==> config.mk <==
export PLATFORM = sky130hd
export DESIGN_NAME = mioc_od_line_filter
export DESIGN_NICKNAME = d
export VERILOG_FILES = /design/src/rtl/mioc_pkg.sv /design/src/rtl/mioc_sync_chain.sv /design/src/rtl/mioc_od_line_filter.sv
export SDC_FILE = /design/constraint.sdc
export NUM_CORES = 1
export LEC_CHECK = 0
export ABC_AREA = 1
export ABC_CLOCK_PERIOD_IN_PS = 3500
export CAP_MARGIN = 25
export CORE_ASPECT_RATIO = 0.6
export CORE_MARGIN = 4
export CORE_UTILIZATION = 25
export DETAILED_ROUTE_END_ITERATION = 10
export GPL_TIMING_DRIVEN = 1
export SLEW_MARGIN = 15
export SYNTH_ARGS = -nofsm -noshare
export SYNTH_HDL_FRONTEND = slang
export SYNTH_HIERARCHICAL = 1
export SYNTH_SLANG_ARGS = --single-unit
==> constraint.sdc <==
create_clock -name clk -period 3.5 [get_ports clk]
set_input_delay 0.35 -clock clk [delete_from_list [all_inputs] [get_ports clk]]
set_output_delay 0.35 -clock clk [all_outputs]
set_load 0.02 [all_outputs]
==> src/rtl/mioc_pkg.sv <==
// mioc_pkg: shared types and constants for the mioc open-drain line logic.
//   mioc_filt_state_t    : qualification FSM states of the line filter
//   MIOC_SYNC_STAGES_DEF : default synchroniser depth
//   MIOC_FILT_LEN_DEF    : default qualification length in sampled cycles
//   MIOC_OD_IDLE         : level of the pulled-up, undriven wired-NOR net
package mioc_pkg;

   typedef enum logic [1:0] {
      STABLE_HI = 2'd0,
      QUAL_LO   = 2'd1,
      STABLE_LO = 2'd2,
      QUAL_HI   = 2'd3
   } mioc_filt_state_t;

   localparam int   MIOC_SYNC_STAGES_DEF = 2;
   localparam int   MIOC_FILT_LEN_DEF    = 4;
   localparam logic MIOC_OD_IDLE         = 1'b1;

endpackage

==> src/rtl/mioc_sync_chain.sv <==
// mioc_sync_chain: STAGES-deep flop chain bringing an asynchronous level into
// the clk domain.
//   clk : block clock
//   rst : asynchronous active-high reset, loads RST_VAL into every flop
//   d   : asynchronous input level
//   q   : synchronised level (last flop), STAGES rising edges behind d
module mioc_sync_chain
   import mioc_pkg::*;
#(
   parameter int   STAGES  = MIOC_SYNC_STAGES_DEF,
   parameter logic RST_VAL = MIOC_OD_IDLE
) (
   input  logic clk,
   input  logic rst,
   input  logic d,
   output logic q
);

   logic [STAGES-1:0] ff;

   always_ff @(posedge clk or posedge rst) begin
      if (rst) ff <= {STAGES{RST_VAL}};
      else     ff <= {ff[STAGES-2:0], d};
   end

   assign q = ff[STAGES-1];

endmodule

==> src/rtl/mioc_od_line_filter.sv <==
// mioc_od_line_filter: turns the open-drain wired-NOR net into a clean,
// debounced, clock-synchronous level with edge strobes and a glitch counter.
//   clk        : block clock
//   rst        : asynchronous active-high reset
//   z_in       : raw wired-NOR net (asynchronous, pulled up)
//   glitch_clr : synchronous clear of glitch_cnt (beats a same-cycle reject)
//   z_sync     : synchroniser output
//   z_filt     : qualified line level, idle high
//   fall_pulse : one-cycle strobe when z_filt goes 1->0
//   rise_pulse : one-cycle strobe when z_filt goes 0->1
//   glitch_cnt : saturating count of rejected transitions
module mioc_od_line_filter
   import mioc_pkg::*;
#(
   parameter int SYNC_STAGES = MIOC_SYNC_STAGES_DEF,
   parameter int FILT_LEN    = MIOC_FILT_LEN_DEF,
   parameter int CNT_W       = 8
) (
   input  logic             clk,
   input  logic             rst,
   input  logic             z_in,
   input  logic             glitch_clr,
   output logic             z_sync,
   output logic             z_filt,
   output logic             fall_pulse,
   output logic             rise_pulse,
   output logic [CNT_W-1:0] glitch_cnt
);

   // qual_cnt holds the number of sampled cycles the new level has held so
   // far; the cycle that would bring it to FILT_LEN is the accepting one.
   localparam logic [3:0] QUAL_LAST = 4'(FILT_LEN - 1);

   mioc_filt_state_t state, state_nx;
   logic [3:0]       qual_cnt, qual_nx;
   logic             filt_nx, fall_nx, rise_nx, reject;

   mioc_sync_chain #(
      .STAGES  (SYNC_STAGES),
      .RST_VAL (MIOC_OD_IDLE)
   ) u_sync (
      .clk (clk),
      .rst (rst),
      .d   (z_in),
      .q   (z_sync)
   );

   always_ff @(posedge clk or posedge rst) begin
      if (rst) begin
         state      <= STABLE_HI;
         qual_cnt   <= '0;
         z_filt     <= MIOC_OD_IDLE;
         fall_pulse <= 1'b0;
         rise_pulse <= 1'b0;
      end else begin
         state      <= state_nx;
         qual_cnt   <= qual_nx;
         z_filt     <= filt_nx;
         fall_pulse <= fall_nx;
         rise_pulse <= rise_nx;
      end
   end

   always_comb begin
      state_nx = state;
      qual_nx  = qual_cnt;
      filt_nx  = z_filt;
      fall_nx  = 1'b0;
      rise_nx  = 1'b0;
      reject   = 1'b0;
      case (state)
         STABLE_HI: begin
            if (!z_sync) begin
               state_nx = QUAL_LO;
               qual_nx  = 4'd1;
            end
         end
         QUAL_LO: begin
            if (!z_sync) begin
               if (qual_cnt == QUAL_LAST) begin
                  state_nx = STABLE_LO;
                  qual_nx  = '0;
                  filt_nx  = 1'b0;
                  fall_nx  = 1'b1;
               end else begin
                  qual_nx = qual_cnt + 4'd1;
               end
            end else begin
               state_nx = STABLE_HI;
               qual_nx  = '0;
               reject   = 1'b1;
            end
         end
         STABLE_LO: begin
            if (z_sync) begin
               state_nx = QUAL_HI;
               qual_nx  = 4'd1;
            end
         end
         QUAL_HI: begin
            if (z_sync) begin
               if (qual_cnt == QUAL_LAST) begin
                  state_nx = STABLE_HI;
                  qual_nx  = '0;
                  filt_nx  = 1'b1;
                  rise_nx  = 1'b1;
               end else begin
                  qual_nx = qual_cnt + 4'd1;
               end
            end else begin
               state_nx = STABLE_LO;
               qual_nx  = '0;
               reject   = 1'b1;
            end
         end
         default: begin
            state_nx = STABLE_HI;
            qual_nx  = '0;
            filt_nx  = MIOC_OD_IDLE;
         end
      endcase
   end

   // Clear has priority over a same-cycle rejection; the count sticks at max.
   always_ff @(posedge clk or posedge rst) begin
      if (rst)                              glitch_cnt <= '0;
      else if (glitch_clr)                  glitch_cnt <= '0;
      else if (reject && glitch_cnt != '1)  glitch_cnt <= glitch_cnt + 1'b1;
   end

endmodule

# == Yosys cells after proc, flatten, opt, wreduce, memory -nomap -nowiden ==
# Index checks and enable logic that the tools add are counted.
# word_totals
regBits,19
in_bits,4
# classes
addsub,2
reduce_logical,7
mux,28
n_eq_ne,13
# ops
operator,count
4-bit two-way mux,5
8-bit two-way mux,2
4-bit one-hot mux with 4 select lines,1
2-bit two-way mux,6
1-bit two-way mux,11
8-bit by 1-bit adder with 8-bit output (second input constant),1
2-bit != test (second input constant),4
8-bit != test (second input constant),1
2-bit one-hot mux with 4 select lines,1
5-bit AND reduction,1
4-bit by 1-bit adder with 4-bit output (second input constant),1
2-bit equality test (second input constant),2
4-bit by 2-bit equality test with 1-bit output (second input constant),1
2-bit by 1-bit != test with 1-bit output (second input constant),2
1-bit one-hot mux with 2 select lines,2
4-bit AND reduction,1
2-bit nonzero test,2
3-bit by 2-bit != test with 1-bit output (second input constant),1
3-bit != test (second input constant),1
2-bit by 1-bit equality test with 1-bit output (second input constant),1
2-bit logical NOT,1
2-bit AND reduction,1
1-bit logical AND,1

# == Depth between registers and ports, before layout ==
# logic_depth
depth_word,5
depth_mapped,9

# == Cells and area by module ==
# The synthesis kept the hierarchy.
# modules_own_cells
module,area_per_inst_um2,cells_each,instances
mioc_od_line_filter,927.1,115,1
mioc_sync_chain,56.3,3,1

# == Worst setup path before layout ==
# Ideal clock, no wire load.
# synth_timing
path_type,register to register
from,register glitch_cnt[0]
to,register glitch_cnt[4]
required_time_ns,3.382
n_path_buf,0
path_slack_ns,2.157
t_arrival_ns,1.225
setup_ns,0.118
stages_incl_launch_ff,7
cell_sequence,dfrtp_1 ha_1 nand2_2 nor2_4 or2_2 nand4_1 nand2_1
# synth_between
elab_chain_len,3
elab_cells_between_ends,6
classes_between,1 x add/sub; 1 x eq/ne; 2 x mux; 2 x reduce/logical
# synth_rtl
element,line_no,text
"start, declared",mioc_od_line_filter.sv:27,output logic [CNT_W-1:0] glitch_cnt
"start signal, assigned",mioc_od_line_filter.sv:128,else if (reject && glitch_cnt != '1) glitch_cnt <= glitch_cnt + 1'b1;
8-bit by 1-bit adder with 8-bit output / 8-bit != test (equally long branches),mioc_od_line_filter.sv:128,
8-bit two-way mux / 1-bit logical AND (equally long branches),mioc_od_line_filter.sv:128,
8-bit two-way mux / 2-bit nonzero test (equally long branches),n/a,
# Several ways; a longest one is shown, not always the timed one. The select of a mux whose other input is x is not followed.
# A chain may end at the register's enable or synchronous reset.

# == Worst setup path after layout ==
# layout_timing
from,register u_sync.ff[1]
to,output z_sync
# layout_rtl
element,line_no,text
"start, declared",mioc_sync_chain.sv:19,logic [STAGES-1:0] ff;
"start signal, assigned",mioc_sync_chain.sv:22,if (rst) ff <= {STAGES{RST_VAL}};
"start signal, assigned",mioc_sync_chain.sv:23,"else ff <= {ff[STAGES-2:0], d};"
"end, declared",mioc_od_line_filter.sv:23,"output logic z_sync,"
# No word-level cell between the ends.

==> reports/metrics.json <==
{
  "synth_cells": {"value": 118},
  "finalCritPeriodShare": {"value": 51.2, "unit": "%"},
  "antenna_found_initial": {"value": 0},
  "commonest_cells_after_routing_fill_and_taps_aside": {"value": "30 x sky130_fd_sc_hd__nand2_1, 16 x sky130_fd_sc_hd__dfrtp_1, 15 x sky130_fd_sc_hd__clkdlybuf4s50_1, 14 x sky130_fd_sc_hd__inv_1, 14 x sky130_fd_sc_hd__nand3_1"},
  "timing_hold_violations_final": {"value": 0},
  "critical_path_peak_fanout": {"value": 5},
  "ios": {"value": 16},
  "cpPeakStageDelay": {"value": 0.61, "unit": "ns"},
  "critPathRequiredTime": {"value": 3.15, "unit": "ns"},
  "cpMaxStageDelayCell": {"value": "sky130_fd_sc_hd__clkdlybuf4s50_1"},
  "drc": {"value": 0},
  "cts_hold_buf": {"value": 0},
  "antennaDiodeCount": {"value": 0},
  "routabilityCongestion": {"value": 0.785},
  "clk-insertion-delay-late": {"value": 0.26, "unit": "ns"},
  "worst_setup_hold_path_clk_slew": {"value": 0.07, "unit": "ns"},
  "cp-start-kind": {"value": "flop"},
  "final_common_cell": {"value": "sky130_fd_sc_hd__nand2_1"},
  "grt_max_degree": {"value": 18},
  "die-area": {"value": 5030, "unit": "um^2"},
  "cts-root-to-sink-buffers": {"value": 2},
  "achievable-frequency": {"value": 0.558, "unit": "GHz"},
  "pwr_density_cell": {"value": 517, "unit": "nW/um^2"},
  "first_global_vias": {"value": 733},
  "seq_area": {"value": 479, "unit": "um^2"},
  "cp_cell_sequence": {"value": "clkdlybuf4s50_1"},
  "combined_area_of_all_synthesized_cells": {"value": 983, "unit": "um^2"},
  "yosys_warnings": {"value": 6},
  "grt_remaining_overflow": {"value": 0},
  "fill_cell_count": {"value": 365},
  "wire_length_of_the_first_global_routing_pass": {"value": 3.39, "unit": "mm"},
  "vias": {"value": 802},
  "sinks_on_clock_net": {"value": 19},
  "number_of_setup_buffers_added_after_cts": {"value": 0},
  "yosys.cell_types.count": {"value": 23},
  "cts.htree.levels": {"value": 1},
  "area_growth_syn_to_layout": {"value": 26.0, "unit": "%"},
  "detail_route.vias_per_cell": {"value": 4.36},
  "max-vdd-ir-drop": {"value": 0.193, "unit": "mV"},
  "io_buffers": {"value": 15},
  "std_cell_rows": {"value": 17},
  "die-width": {"value": 89.0, "unit": "um"},
  "cts_made_buffers": {"value": 3},
  "ys_seq_area_share": {"value": 48.7, "unit": "%"},
  "wire_per_inst": {"value": 10.7, "unit": "um"},
  "path_buf_inv": {"value": 1},
  "route.antenna.remaining_nets": {"value": 0},
  "clock_tree.root_cell": {"value": "sky130_fd_sc_hd__clkbuf_8"},
  "setup_repair_after_global_routing_missed_its_margin": {"value": "false"},
  "global_route_usage_over_all_layers": {"value": 9.15, "unit": "%"},
  "final_core_util": {"value": 33.3, "unit": "%"},
  "num-nets-final": {"value": 144},
  "postLayoutCellArea": {"value": 1240, "unit": "um^2"},
  "post_cts_resized": {"value": 0},
  "ys_ff_latch": {"value": 19},
  "coreArea": {"value": 3720, "unit": "um^2"},
  "multi_input_gate_area_in_the_final_layout": {"value": 423, "unit": "um^2"},
  "drt-pass1-iter-count": {"value": 4},
  "power.total": {"value": 0.000640, "unit": "W"},
  "worst-setup-path-type": {"value": "reg -> out"},
  "max-slew-margin-rel": {"value": 56.7, "unit": "%"},
  "status": {"value": "finished clean"},
  "dp.final_hpwl": {"value": 1.54, "unit": "mm"},
  "final_layout_size_suffix_gt1_share": {"value": 17.5, "unit": "%"},
  "cts_tree": {"value": "yes"},
  "synth_area_per_cell": {"value": 8.33, "unit": "um^2"},
  "maxSlewViolCount": {"value": 0},
  "fin_worst_hold_slack": {"value": 0.358, "unit": "ns"},
  "effective_utilization_at_floorplan": {"value": 26.4, "unit": "%"},
  "setup_total_negative_slack": {"value": 0, "unit": "ns"},
  "tightestPinTransition": {"value": 0.648, "unit": "ns"},
  "final_period_minus_worst_setup_slack": {"value": 1.79, "unit": "ns"},
  "drv_cap": {"value": 0},
  "worst-endpoint-arrival": {"value": 1.44, "unit": "ns"},
  "detailedRoute.firstIterationViolations": {"value": 85},
  "critical-path-top-delay-family": {"value": "buffers and inverters"},
  "finalSetupViolations": {"value": 0},
  "finalClockSkew": {"value": 0.00369, "unit": "ns"},
  "postSynthNetCount": {"value": 124},
  "hold_path_class": {"value": "reg -> reg"},
  "route.final.wire_length": {"value": 1.96, "unit": "mm"},
  "dieHeight": {"value": 56.6, "unit": "um"},
  "dpl_cell_area": {"value": 1190, "unit": "um^2"},
  "worstSetupEndpointType": {"value": "output port"},
  "p_leak": {"value": 0.594, "unit": "nW"}
}
power breakdown:
part / switching, W / internal, W
Combinational: 0.000118 / 0.0000736
Sequential: 0.0000379 / 0.000258
Clock: 0.0000731 / 0.0000793
routing by layer:
metal / GRT usage (%) / share of wire [%] / wire (um) / vias up
met5: 0 / 0 / 0 / -
met4: 6.37 / 3.0 / 58 / 0
met3: 3.08 / 5.0 / 99 / 4
met2: 11.8 / 43 / 835 / 15
met1: 12.5 / 49 / 968 / 372
li1: - / - / - / 411
logic make-up (layout without fill, tap and decap cells):
kind of cell	count (synthesis)	after routing	synth area share (%)
xor gates and xnor gates	2	2	1.78
adders and majority gates	2	2	2.54
AOI/OAI and AO/OA	7	7	4.20
buffers and inverters	19	38	8.27
and+or+nand+nor	69	69	34.5
DFF	19	19	48.7
area by class of cell:
cell class | count | area share (%)
clock inverters | 1 | 0.404
repair buffers | 15 | 12.1
flip-flops and latches | 19 | 38.7
clock buffers | 3 | 3.33
inverters | 19 | 6.57
well taps | 47 | 4.75
multi-input cells | 80 | 34.1
state kept, by name, summed over array words and instances, names as in the netlist, named ones only:
name / count
rise_pulse: 1
fall_pulse: 1
glitch_cnt: 8
qual_cnt: 4
state: 1
z_filt: 1
u_sync/ff: 2
synthesized netlist by cell type, drive strengths merged:
cell   number  area, um^2
o22ai       2        12.5
nand4       5        31.3
nand2      35         154
inv        19        81.3
o21ai       4        23.8
ha          2        25.0
xor2        2        17.5
or2         2        12.5
a21oi       1        5.00
dfstp       3        78.8
nand3      16        90.1
nor2       11        51.3
dfrtp      16         400
worst paths after layout:
check                         startpoint                    endpoint  slack [ns]  cells past startpoint
min                         u_sync/ff[0]                u_sync/ff[1]        0.36                      0
min reg2reg                 u_sync/ff[0]                u_sync/ff[1]        0.36                      0
min in group asynchronous            rst                u_sync/ff[0]        0.43                      2
max reg2reg                glitch_cnt[0]               glitch_cnt[4]        2.19                      6
max in group asynchronous            rst  asynchronous set/reset pin        2.59                      2
max                         u_sync/ff[1]                      z_sync        1.71                      1
through the flow:
step	worst slack (ns)	cells
finish	1.71	184
global route	1.66	184
CTS	1.70	184
detailed placement	1.99	180
global placement	2.00	180
floorplan	2.16	118
No activity file was read; power rests on OpenSTA's default activity.
